`src/rtl/wb_stage.sv`:
```
// wb_stage: write-back stage driving the register-file write port.
// Selects between the ALU result and a variable-latency load response.
// Stalls upstream while a load is outstanding and exposes its destination.
// Optional feature macro: WB_LOAD_BYPASS_EN.
//   Defined: load data is written in the cycle after mem_rvalid.
//   Undefined: load data passes through LOAD_WB and is written two cycles after mem_rvalid.
module wb_stage #(
    parameter int LOAD_TIMEOUT = 16,
    parameter int DW           = 32
) (
    input  logic          clk,
    input  logic          rst,
    input  logic          in_valid,
    output logic          in_ready,
    input  logic [31:0]   in_instr,
    input  logic          in_reg_write,
    input  logic          in_reg_dst,
    input  logic          in_mem_to_reg,
    input  logic [DW-1:0] in_alu_result,
    input  logic          mem_rvalid,
    input  logic [DW-1:0] mem_rdata,
    output logic          RegWrite,
    output logic [4:0]    WrAddr,
    output logic [DW-1:0] WrBack,
    output logic          pend_valid,
    output logic [4:0]    pend_addr,
    output logic          load_err
);

    typedef enum logic [1:0] {
        IDLE      = 2'd0,
        WAIT_LOAD = 2'd1,
        LOAD_WB   = 2'd2
    } state_t;

    localparam bit          TO_EN   = (LOAD_TIMEOUT != 0);
    localparam logic [31:0] TO_LAST = (LOAD_TIMEOUT == 0) ? '0 : 32'(LOAD_TIMEOUT - 1);

    state_t        state_q, state_d;
    logic          reg_write_q, reg_write_d;
    logic [4:0]    wr_addr_q, wr_addr_d;
    logic [DW-1:0] wr_back_q, wr_back_d;
    logic          pend_valid_q, pend_valid_d;
    logic [4:0]    pend_addr_q, pend_addr_d;
    logic          ld_we_q, ld_we_d;
    logic          load_err_q, load_err_d;
    logic [31:0]   cnt_q, cnt_d;
`ifndef WB_LOAD_BYPASS_EN
    logic [DW-1:0] ld_data_q, ld_data_d;
`endif

    logic [4:0] dst;
    logic       unused_instr_bits;

    assign dst               = in_reg_dst ? in_instr[15:11] : in_instr[20:16];
    assign unused_instr_bits = ^{in_instr[31:21], in_instr[10:0]};

    assign in_ready   = (state_q == IDLE);
    assign RegWrite   = reg_write_q;
    assign WrAddr     = wr_addr_q;
    assign WrBack     = wr_back_q;
    assign pend_valid = pend_valid_q;
    assign pend_addr  = pend_addr_q;
    assign load_err   = load_err_q;

    // Next-state and write-port logic; the write port holds unless a write retires.
    always_comb begin
        state_d      = state_q;
        reg_write_d  = 1'b0;
        wr_addr_d    = wr_addr_q;
        wr_back_d    = wr_back_q;
        pend_valid_d = pend_valid_q;
        pend_addr_d  = pend_addr_q;
        ld_we_d      = ld_we_q;
        load_err_d   = load_err_q;
        cnt_d        = cnt_q;
`ifndef WB_LOAD_BYPASS_EN
        ld_data_d    = ld_data_q;
`endif
        case (state_q)
            IDLE: begin
                if (in_valid) begin
                    if (in_mem_to_reg) begin
                        state_d      = WAIT_LOAD;
                        pend_valid_d = 1'b1;
                        pend_addr_d  = dst;
                        ld_we_d      = in_reg_write;
                        cnt_d        = '0;
                    end else if (in_reg_write && (dst != 5'd0)) begin
                        reg_write_d = 1'b1;
                        wr_addr_d   = dst;
                        wr_back_d   = in_alu_result;
                    end
                end
            end
            WAIT_LOAD: begin
                cnt_d = cnt_q + 32'd1;
                // Data arriving on the timeout cycle still wins over the error.
                if (mem_rvalid) begin
                    pend_valid_d = 1'b0;
`ifdef WB_LOAD_BYPASS_EN
                    state_d = IDLE;
                    if (ld_we_q && (pend_addr_q != 5'd0)) begin
                        reg_write_d = 1'b1;
                        wr_addr_d   = pend_addr_q;
                        wr_back_d   = mem_rdata;
                    end
`else
                    state_d   = LOAD_WB;
                    ld_data_d = mem_rdata;
`endif
                end else if (TO_EN && (cnt_q == TO_LAST)) begin
                    load_err_d   = 1'b1;
                    pend_valid_d = 1'b0;
                    state_d      = IDLE;
                end
            end
`ifndef WB_LOAD_BYPASS_EN
            LOAD_WB: begin
                state_d = IDLE;
                if (ld_we_q && (pend_addr_q != 5'd0)) begin
                    reg_write_d = 1'b1;
                    wr_addr_d   = pend_addr_q;
                    wr_back_d   = ld_data_q;
                end
            end
`endif
            default: state_d = IDLE;
        endcase
    end

    // State register with synchronous reset that aborts any in-flight load.
    always_ff @(posedge clk) begin
        if (rst) begin
            state_q      <= IDLE;
            reg_write_q  <= 1'b0;
            wr_addr_q    <= '0;
            wr_back_q    <= '0;
            pend_valid_q <= 1'b0;
            pend_addr_q  <= '0;
            ld_we_q      <= 1'b0;
            load_err_q   <= 1'b0;
            cnt_q        <= '0;
`ifndef WB_LOAD_BYPASS_EN
            ld_data_q    <= '0;
`endif
        end else begin
            state_q      <= state_d;
            reg_write_q  <= reg_write_d;
            wr_addr_q    <= wr_addr_d;
            wr_back_q    <= wr_back_d;
            pend_valid_q <= pend_valid_d;
            pend_addr_q  <= pend_addr_d;
            ld_we_q      <= ld_we_d;
            load_err_q   <= load_err_d;
            cnt_q        <= cnt_d;
`ifndef WB_LOAD_BYPASS_EN
            ld_data_q    <= ld_data_d;
`endif
        end
    end

endmodule

```
`config.mk`:
```
export PLATFORM = sky130hd
export DESIGN_NAME = wb_stage
export DESIGN_NICKNAME = d
export VERILOG_FILES = /design/src/rtl/wb_stage.sv
export SDC_FILE = /design/constraint.sdc
export NUM_CORES = 1
export LEC_CHECK = 0
export CORE_MARGIN = 4
export CORE_UTILIZATION = 48
export DETAILED_ROUTE_END_ITERATION = 6
export HOLD_SLACK_MARGIN = 0.1
export PLACE_DENSITY_LB_ADDON = 0.12
export SYNTH_ARGS = -nofsm -noshare
export SYNTH_HDL_FRONTEND = slang
export SYNTH_SLANG_ARGS = --single-unit
```
`constraint.sdc`:
```
create_clock -name clk -period 2.7 [get_ports clk]
set_input_delay 0.54 -clock clk [delete_from_list [all_inputs] [get_ports clk]]
set_output_delay 0.54 -clock clk [all_outputs]
set_load 0.05 [all_outputs]
```
# ---- Yosys cells after proc, flatten, opt, wreduce, memory -nomap -nowiden
# Cells that the tools add are included.
dict set report totals {
  reg_bits 112
  in_bits 103
  out_inout_bits 46
  word_cells 64
}
dict set report classes {
  addsub 1
  n_eq_ne 9
  n_mux 29
  bitwise 1
  reduce_logical 14
}
# cell n
set op_table {}
lappend op_table {{32-bit two-way mux} 6}
lappend op_table {{32-bit case mux with 2 select lines} 2}
lappend op_table {{32-bit by 1-bit adder with 32-bit output, second input constant} 1}
lappend op_table {{32-bit by 4-bit == test with 1-bit output, second input constant} 1}
lappend op_table {{5-bit two-way mux} 5}
lappend op_table {{3-bit AND reduction} 4}
lappend op_table {{5-bit case mux with 2 select lines} 1}
lappend op_table {{5-bit nonzero test} 2}
lappend op_table {{1-bit two-way mux} 8}
lappend op_table {{2-bit two-way mux} 4}
lappend op_table {{2-bit inequality test, second input constant} 3}
lappend op_table {{5-bit AND reduction} 1}
lappend op_table {{2-bit by 1-bit inequality test with 1-bit output, second input constant} 2}
lappend op_table {{1-bit case mux with 2 select lines} 2}
lappend op_table {{2-bit case mux with 2 select lines} 1}
lappend op_table {{4-bit AND reduction} 1}
lappend op_table {{2-bit nonzero test} 2}
lappend op_table {{3-bit inequality test, second input constant} 1}
lappend op_table {{2-bit by 1-bit == test with 1-bit output, second input constant} 1}
lappend op_table {{2-bit == test, second input constant} 1}
lappend op_table {{1-bit logical AND} 2}
lappend op_table {{2-bit logical NOT} 1}
lappend op_table {{2-bit AND reduction} 1}
lappend op_table {{1-bit inverter} 1}

# ---- Depth between registers and ports, before layout
# Gate-level depths: netlist of run 1.
dict set report depth {
  word_depth 7
  depth_mapped 7
  mapped_depth_nobuf 5
}

# ---- Worst setup path before layout of run 1
# OpenSTA, ideal clock, no wires.
dict set report synth_timing {
  kind {reg2reg}
  from {reg state_q[1]}
  to {reg wr_back_q[27] (netlist: WrBack[27])}
  setup_time_ns 0.121
  arrival_time_ns 2.040
  t_required_ns 2.579
  setup_slack_ns 0.539
  stages_incl_launch_ff 7
  n_path_buf 2
  period_less_slack_ns 2.161
  cell_sequence {dfxtp_1 > nor2_1 > and4b_1 > a31oi_1 > buf_2 > buf_2 > mux2_2}
}
dict set report synth_between {
  elab_chain_len 3
  elab_cells_between_ends 9
  classes_between {eq/ne (5); mux (1); reduce/logical (3)}
}
# item line
set synth_lines {}
lappend synth_lines {{from (decl)} 39} ;# state_t state_q, state_d;
lappend synth_lines {{from (signal assigned)} 148} ;# state_q <= state_d;
lappend synth_lines {{2-bit logical NOT *} -}
lappend synth_lines {{via in_ready} 14} ;# output logic in_ready,
lappend synth_lines {{2-bit by 1-bit inequality test with 1-bit output (no source line) (tied with other cells)} -}
lappend synth_lines {{5-bit AND reduction (no source line)} -}
lappend synth_lines {{to (signal assigned)} 151} ;# wr_back_q <= wr_back_d;
lappend synth_lines {{to (decl)} 42} ;# logic [DW-1:0] wr_back_q, wr_back_d;
# The timed path passes the listed nets; every way through them passes the cells marked *.
# A chain may end at the register's enable or synchronous reset.

# ---- Worst setup path after layout of run 1
dict set report layout_timing {
  from {reg state_q[0]}
  to {out in_ready}
}
dict set report layout_between {
  elab_chain_len 1
}
# item line
set layout_lines {}
lappend layout_lines {{2-bit logical NOT} 58} ;# assign in_ready = (state_q == IDLE);
lappend layout_lines {{to (decl)} 14}
# No other way between the ends.

==> results.ini, run 1 <==
[logic_synthesis]
yosysUniqueCellTypes=39
synth_area_leader_cell=dfxtp_1
yosysMostFrequentCell=dfxtp_1
synth_compound_area_share_pct=8.198
yosysSeqAreaShare_pct=42.71
synthTopCellsByCount=112 x dfxtp_1, 90 x nand2_1, 57 x mux2i_1
synthMuxAreaShare_pct=17.73
synth_top_area_share_pct=42.71
synth_top_family_by_area=simple AND/OR/NAND/NOR gates
synth-xor-area-share_pct=0.8341
synthSimpleGateAreaFrac_pct=26.41
yosys_register_bits=112
yosysWarnings=0
ys_top_cells_by_area=dfxtp_1 43%, mux2i_1 11%, mux2_2 6.9%, nand2_1 6.4%, a21oi_1 4.6%
syn-num-nets=709
async_flop_share_pct=0
synth_edf_count=0
synthFlopType=dfxtp_1
synthAdderAreaFrac_pct=0.2383
synth_cells=605
syn-cell-area_um2=5250
synth_area_per_cell_um2=8.678

[worst_hold_path]
hp-start=load_err$_SDFFE_PP0P_
worst_hold_path_type=reg -> reg
whs_endpoint=load_err$_SDFFE_PP0P_
min_path_cells=2

[finish]
finalInstanceArea_um2=6853
drive_gt1_share_pct=9.371
area_delta_synth_final_pct=30.53
antenna_cells=0
fin_nets=815

[routing]
finalWirelength_um=12860
drt_iter0_drc=183
detail_route.vias_per_cell=5.395
drtAntennaViolNets=0
via_count=4591
firstDrtPassIters=4
drc_errors=0
routedWlPerCell_um=15.11

[critical_path]
slowest_delay_ns=0.83
worstPathArrival_ns=1.76
cp-start-kind=register
r2r.worst_path.cells=5
path_class=reg -> out
end_kind=output port
crit_family=buffers and inverters
crit_slowest_cell=clkdlybuf4s50_1
reg2reg_slack_ns=0.77
r2r-end=WrBack[18]$_SDFFE_PP0P_
required_ns=2.16
path_cells=nor2_1 -> clkdlybuf4s50_1
cp_max_fo=7
crit_buf_inv=1
cp_num_cells=2
worstReg2RegStart=state_q[0]$_SDFFE_PP0P_

[timing]
finalCritPeriodShare_pct=85.02
hold_slack_ns=0.4563
setup_violations=0
post-route-min-period_ns=2.295
clock.fmax_ghz=0.4356
fin_ws_ns=0.4046
finalHoldViolations=0
final_max_slew_viol_count=0
rsz0062_at_grt=false
worst_pin_slew_ns=0.9737
slew_headroom_pct=34.85
worst_clock_skew_ns=0.01493
finalSetupTns_ns=0

[clock_tree]
htree_levels=3
cts_buffers=9
cts_num_sinks=112
postCtsSetupRepairBufs=0
insertion_delay_ns=0.37
cts_tree=built
cts.reportedPaths.clkPinSlew_ns=0.10
cts-resized-gates=0
cts_root_buf=clkbuf_8
hold_buffers=0
cts_buffer_depth=2

[placement]
gp_congestion=0.7992
dp_hpwl_um=8990
dpl_cell_area_um2=6636
io_buffers=126
pre_cts_ws_ns=0.2109

[die]
die-area_um2=12670
die_h_um=112.6
core_um2=10510
row_count=37
die_w_um=112.6
ios=149
start_util_pct=49.96

[grt]
grt_usage_pct=20.10
grt_pass1_vias=4550
overflow=0
antenna_found_initial=0
grt_max_degree=65
grt_pass1_wl_um=21360

[power_and_ir_drop]
leakage_uw=0.002812
p_per_area_nw_per_um2=483.6
ir_drop_mv=0.2782
total_power_uw=3314

[outcome]
run_status=complete, no violations

[run]
drv_cap=0

==> worst min-delay path: cells and delay by family (launching register included) <==
kind | cells | cell delay [ns]
AOI/OAI and AO/OA | 1 | 0.05
DFF | 1 | 0.32
buffers and inverters | 1 | 0.05
==> how the worst max path moves through the flow <==
stage	start	endpoint	slack, ns
final	state_q[0]$_SDFFE_PP0P_	in_ready	0.40
after global routing	state_q[0]$_SDFFE_PP0P_	in_ready	0.32
after CTS	state_q[0]$_SDFFE_PP0P_	in_ready	0.36
after detailed placement	in_instr[12]	WrBack[9]$_SDFFE_PP0P_	0.21
after global placement	in_valid	cnt_q[12]$_SDFFE_PP0P_	0.29
after floorplan	state_q[1]$_SDFFE_PP0P_	WrBack[27]$_SDFFE_PP0P_	0.54
==> power breakdown <==
group	internal, µW	switching, µW	total [µW]
sequential	1690	25.0	1720
clock	523	573	1100
combinational	240	260	500
==> through the flow <==
stage	instances	util, %
final	851	65.21
after CTS	851	65.21
after global placement	836	63.15
after floorplan	605	-
after detailed placement	836	63.15
after global routing	851	65.21
==> routing by layer <==
layer,up-vias,global-route usage [%],share of wire [%]
li1,2321,-,-
met1,2145,24.88,45
met2,110,34.20,48
met3,15,5.175,5.5
met4,0,6.250,1.5
met5,-,0,0
==> registers in the layout, summed over array words and instances, names as in the netlist <==
name        cells
RegWrite        1
WrAddr          5
WrBack         32
cnt_q          32
ld_data_q      32
ld_we_q         1
load_err        1
pend_addr       5
pend_valid      1
state_q         2
==> final cells by class <==
class,instances,area (µm²)
Clock buffer,9,123.9
Inverter,5,18.77
Timing Repair Buffer,139,1369
Tap cell,136,170.2
Clock inverter,6,92.59
Sequential cell,112,2242
Fill cell,879,3656
Multi-Input combinational cell,444,2836
==> cells by family after synthesis <==
kind of cell	after synthesis
AND/OR/NAND/NOR	274
buffers and inverters	49
flip-flops	112
multiplexers	89
AO/OA/AOI/OAI	75
XOR/XNOR	5
adder cells (fa/ha/maj)	1
==> cell usage in the layout (no fill, tap or decap), types with 9 or more instances in the layout <==
master / synthesis / routed
buf_4: 0 / 13
nand3_1: 12 / 12
mux2_2: 32 / 32
or3_1: 20 / 20
nor2_1: 54 / 54
a21oi_1: 48 / 48
clkdlybuf4s50_1: 0 / 125
dfxtp_1: 112 / 112
clkbuf_8: 0 / 9
mux2i_1: 57 / 57
nand2_1: 90 / 90
nand4_1: 11 / 11
nor4_1: 12 / 12
nor2b_1: 33 / 33
Note: power is estimated with default switching activity, not from simulation.
==> run 2, diff against run 1 <==
CAP_MARGIN = 25   (was default)
==> results of run 2 <==
Same layout as run 1: the final DEF is identical, and so are final timing and power.
